File: src/rtl/pipe_adder.sv
// Pipelined ripple-carry adder: WIDTH-bit add split into STAGES carry-chained slices, optional signed overflow flag (PIPE_ADDER_OVF_EN).
// Latency: STAGES clock edges from input acceptance to registered sum/cout, one add per cycle when unstalled.
// Backpressure: out_ready low with a valid result freezes every stage; in_ready drops in the same cycle.
module pipe_adder #(
    parameter int WIDTH  = 16,
    parameter int STAGES = 4
) (
    input  logic             clk,
    input  logic             rst_n,
    input  logic             in_valid,
    output logic             in_ready,
    input  logic [WIDTH-1:0] a,
    input  logic [WIDTH-1:0] b,
    input  logic             cin,
    output logic             out_valid,
    input  logic             out_ready,
    output logic [WIDTH-1:0] sum,
    output logic             cout
`ifdef PIPE_ADDER_OVF_EN
    ,
    output logic             ovf
`endif
);

    // slice width handled by each stage
    localparam int SW = WIDTH / STAGES;

    // Whole pipe moves together: it advances unless a finished result is stuck at the output.
    logic advance;
    assign advance  = !out_valid | out_ready;
    assign in_ready = advance & rst_n;

    for (genvar k = 0; k < STAGES; k++) begin : stg
        // operand bits not yet consumed when entering stage k (slice k sits in the low SW bits)
        localparam int OW = WIDTH - k * SW;

        logic [OW-1:0]         a_i;
        logic [OW-1:0]         b_i;
        logic                  c_i;
        logic                  v_i;
        logic [SW:0]           add;
        logic [(k+1)*SW-1:0]   s_nxt;
        logic [(k+1)*SW-1:0]   s_r;
        logic                  c_r;
        logic                  v_r;

        assign add = {1'b0, a_i[SW-1:0]} + {1'b0, b_i[SW-1:0]} + {{SW{1'b0}}, c_i};

        if (k == 0) begin : g_in
            assign a_i   = a;
            assign b_i   = b;
            assign c_i   = cin;
            assign v_i   = in_valid;
            assign s_nxt = add[SW-1:0];
        end else begin : g_in
            // upper operand slices ride along from the previous stage; lower sum slices are appended below
            assign a_i   = stg[k-1].g_op.a_r;
            assign b_i   = stg[k-1].g_op.b_r;
            assign c_i   = stg[k-1].c_r;
            assign v_i   = stg[k-1].v_r;
            assign s_nxt = {add[SW-1:0], stg[k-1].s_r};
        end

        // Stage register: partial sum, slice carry and valid bit, held whenever the pipe stalls.
        always_ff @(posedge clk) begin
            if (!rst_n) begin
                v_r <= 1'b0;
                c_r <= 1'b0;
                s_r <= '0;
            end else if (advance) begin
                v_r <= v_i;
                c_r <= add[SW];
                s_r <= s_nxt;
            end
        end

        if (k < STAGES - 1) begin : g_op
            logic [OW-SW-1:0] a_r;
            logic [OW-SW-1:0] b_r;

            // Delayed copies of the operand slices still waiting for their stage.
            always_ff @(posedge clk) begin
                if (!rst_n) begin
                    a_r <= '0;
                    b_r <= '0;
                end else if (advance) begin
                    a_r <= a_i[OW-1:SW];
                    b_r <= b_i[OW-1:SW];
                end
            end
        end
    end

    assign out_valid = stg[STAGES-1].v_r;
    assign sum       = stg[STAGES-1].s_r;
    assign cout      = stg[STAGES-1].c_r;

`ifdef PIPE_ADDER_OVF_EN
    // Signed overflow: operands agree in sign but the sum sign differs. The last stage sees both MSBs.
    logic ovf_nxt;
    logic ovf_r;
    assign ovf_nxt = (stg[STAGES-1].a_i[SW-1] == stg[STAGES-1].b_i[SW-1]) &
                     (stg[STAGES-1].add[SW-1] != stg[STAGES-1].a_i[SW-1]);

    // Overflow flag registered alongside sum so it shares the same valid/hold behaviour.
    always_ff @(posedge clk) begin
        if (!rst_n) begin
            ovf_r <= 1'b0;
        end else if (advance) begin
            ovf_r <= ovf_nxt;
        end
    end

    assign ovf = ovf_r;
`endif

endmodule

File: config.mk
export PLATFORM = sky130hd
export DESIGN_NAME = pipe_adder
export DESIGN_NICKNAME = d
export VERILOG_FILES = /design/src/rtl/pipe_adder.sv
export SDC_FILE = /design/constraint.sdc
export NUM_CORES = 1
export LEC_CHECK = 0
export ABC_AREA = 1
export CORE_ASPECT_RATIO = 0.6
export CORE_MARGIN = 2
export CORE_UTILIZATION = 35
export CTS_BUF_LIST = sky130_fd_sc_hd__clkbuf_8 sky130_fd_sc_hd__clkbuf_16
export CTS_CLUSTER_DIAMETER = 30
export DETAILED_ROUTE_END_ITERATION = 6
export DONT_BUFFER_PORTS = 1
export PLACE_DENSITY = 0.6
export SLEW_MARGIN = 20
export SYNTH_ARGS = -nofsm -noshare
export SYNTH_HDL_FRONTEND = slang
export SYNTH_SLANG_ARGS = --single-unit
File: constraint.sdc
create_clock -name clk -period 1.8 [get_ports clk]
set_input_delay 0.36 -clock clk [delete_from_list [all_inputs] [get_ports clk]]
set_output_delay 0.36 -clock clk [all_outputs]
set_load 0.03 [all_outputs]
==> results_dict.tcl <==
set metrics [dict create \
    critPathKind "flip-flop to flip-flop" \
    fin_crit_sh 0.9579 \
    critPathRequiredTime_ps 2020 \
    via_count 2894 \
    root_buffer "clkbuf_16" \
    grt_max_degree 93 \
    seq_area_frac_synth 0.4829 \
    reg2reg_depth 6 \
    min_period_ps 1724 \
    die_height_um 86.60 \
    overflow 0 \
    post-route-util 0.3829 \
    critPathMaxStageDelay_ps 470 \
    power.density_nw_per_um2 1082 \
    crit_arrival_ps 1950 \
    p_int_uw 3515 \
    cpMostUsedCell "fa_1" \
    fmax_mhz 580.0 \
    r2r_slack_ps 80 \
    yosys_warnings 0 \
    cts_buffers 9 \
    ff_latch_area_um2 1922 \
    synth_nets 540 \
    dieWidth_um 141.7 \
    vias_per_cell 4.675 \
    power.share.sequential 0.517 \
    whs_ps 154.4 \
    clk_path_buf_depth 2 \
    slew-limit-headroom 0.7483 \
    drt_wl_total_um 8009 \
    path_buf_inv 1 \
    switchingPower_uw 1118 \
    multi_input_area_um2 1674 \
    cap_viol_max_count 0 \
    hpwlAfterDp_um 5495 \
    clk_latency_ps 340 \
    rsz0062_at_grt "false" \
    critPathCaptureType "flip-flop" \
    drive_gt1_frac 0.05684 \
    r2r_start "stg[2].c_r" \
    status "complete, no violations" \
    drt_drc_violations_left 0 \
    min_to "stg[2].v_r" \
    worstHoldPathType "input port to flip-flop" \
    grt_antenna_before_repair 0 \
    rows 30 \
    gp_congestion 0.7841 \
    io-pin-count 56 \
    clkTransAtPathRegs_ps 60 \
    cts_resized 0 \
    crit_chain "fa_1, fa_1, nand2_1, inv_1, o21ai_0, a21oi_1" \
    worst_slew_pin_slew_ps 373.5 \
    cts_max_level 3 \
    start_util 0.3558 \
    cp_top_family "adder cells" \
    comb_power_share 0.072 \
    synth_top_area_share 0.4829 \
    r2r_end "cout" \
    insertedDiodeCount 0 \
    slowest_stage "fa_1" \
    setup_viol 0 \
    drv_slew 0 \
    drtIter0Drc 147 \
    synthDistinctLibCells 20 \
    path_max_fanout 2 \
    dieArea_um2 12270 \
    synthCells 483 \
    areaGrowthSynthToFinish_pct 7.608 \
    grt_pass1_wl_um 13520 \
    ant_nets 0 \
    p_leak_uw 0.002020 \
    finalSetupTns_ps 0 \
    post_drt_wl_per_cell_um 12.94 \
    n_fill_cell 1168 \
    dr.pass1.iters 5 \
    grt_pass1_vias 2708 \
    ir_worst_vdd_mv 0.4780 \
    clkPwrFrac 0.411 \
    io_buffer_count 0 \
    synth_area_um2 3980 \
    hp-start "rst_n" \
    skew_ps 5.409 \
    crit_path_start "stg[2].c_r" \
    coreArea_um2 11190 \
    total_power_uw 4633 \
    grt_usage 0.1416 \
    min_path_cells 2 \
    swShare 0.2412 \
    avgSynthCellArea_um2 8.240 \
    numClockSinks 96 \
    ys_seq_elements 96 \
    post_cts_buffers 0 \
    start_kind "flip-flop" \
    nets 527 \
    finalHoldViolCount 0 \
    ctsHoldBuffers 0 \
    yosys.area.top_type "dfxtp_1" \
    ys_top_cells_by_area "dfxtp_1 48%, nor2_1 14%, o21ai_0 9.9%" \
    cts_tree "built" \
]
[cells in the mapped netlist]
| cell | n |
|---|---|
| a21oi_1 | 29 |
| nand3_1 | 6 |
| ha_1 | 12 |
| dfxtp_1 | 96 |
| nor2_2 | 1 |
| xnor2_1 | 1 |
| nand3_2 | 4 |
| buf_2 | 2 |
| clkbuf_1 | 8 |
| xor2_1 | 3 |
| inv_1 | 31 |
| buf_8 | 1 |
| buf_4 | 2 |
| fa_1 | 8 |
| o21ai_1 | 16 |
| buf_6 | 18 |
| nand2_1 | 17 |
| o21ai_0 | 79 |
| nor2_1 | 148 |
| nand3b_1 | 1 |
[power by group through the flow]
stage	logic, µW	clock network (µW)	registers [µW]
floorplan	288	0	2420
global placement	328	0	2440
detailed placement	336	0	2440
CTS	338	1960	2400
global route	392	2040	2410
finish	333	1910	2390
[kinds of logic (layout without fill, tap and decap cells)]
group | count (synthesis) | in the layout | share of synthesized area
AO/OA/AOI/OAI | 124 | 124 | 0.1559
adder cells (fa/ha/maj) | 20 | 20 | 0.07796
AND/OR/NAND/NOR | 177 | 177 | 0.1767
XOR/XNOR | 4 | 4 | 0.008804
flip-flops | 96 | 96 | 0.4829
buffers and inverters | 62 | 54 | 0.09776
[final cells by class]
cell class | instances | share of cell area
well taps | 144 | 0.04207
multi-input cells | 325 | 0.3909
clock inverters | 6 | 0.01431
inverters | 31 | 0.02717
repair buffers | 7 | 0.02103
flip-flops and latches | 96 | 0.4487
clock buffers | 10 | 0.05580
[worst reg2reg max path, delay by kind of cell (launching register included)]
family | cells | cell delay, ps
fa+ha+maj | 2 | 890
flops | 1 | 320
compound gates | 2 | 280
simple gates | 1 | 70
buf+inv | 1 | 30
[metal layers]
metal | share of wire | global-route usage | routed length, µm | vias up
met5 | 0 | 0 | 0 | -
met3 | 0.072 | 0.05856 | 576 | 8
li1 | - | - | - | 1523
met2 | 0.41 | 0.1986 | 3248 | 60
met1 | 0.51 | 0.1988 | 4107 | 1303
met4 | 0.0095 | 0.04091 | 76 | 0
[stage by stage]
| stage | cells | cell area (µm²) | setup slack [ps] |
|---|---|---|---|
| after detailed placement | 603 | 3983 | 101.2 |
| after floorplan | 483 | 3980 | 240.6 |
| after global placement | 603 | 3983 | 171.0 |
| after CTS | 619 | 4283 | 88.85 |
| final | 619 | 4283 | 75.83 |
| after global routing | 619 | 4283 | 8.987 |
[registers in the layout, indices dropped and copies added, names as in the netlist]
name,cells
stg.v_r,3
sum,16
stg.c_r,3
stg.g_op.a_r,24
out_valid,1
cout,1
stg.s_r,24
stg.g_op.b_r,24
[layout by cell type (no fill, tap or decap), drive strengths merged]
| cell type | netlist | routed |
|---|---|---|
| nor2 | 149 | 149 |
| nand3b | 1 | 1 |
| nand2 | 17 | 17 |
| xor2 | 3 | 3 |
| nand3 | 10 | 10 |
| buf | 23 | 7 |
| inv | 31 | 33 |
| xnor2 | 1 | 1 |
| o21ai | 95 | 95 |
| clkinv | 0 | 1 |
| bufinv | 0 | 1 |
| clkbuf | 8 | 10 |
| dfxtp | 96 | 96 |
| a21oi | 29 | 29 |
| fa | 8 | 8 |
| clkinvlp | 0 | 2 |
| ha | 12 | 12 |
[how the worst max path moves through the flow]
| stage | cells past startpoint | to | slack, ps |
|---|---|---|---|
| after floorplan | 5 | in_ready | 240 |
| after global placement | 6 | cout | 170 |
| after detailed placement | 6 | cout | 100 |
| after CTS | 6 | cout | 90 |
| after global routing | 6 | cout | 9 |
| final | 6 | cout | 80 |
No activity file was read; power rests on OpenSTA's default activity.
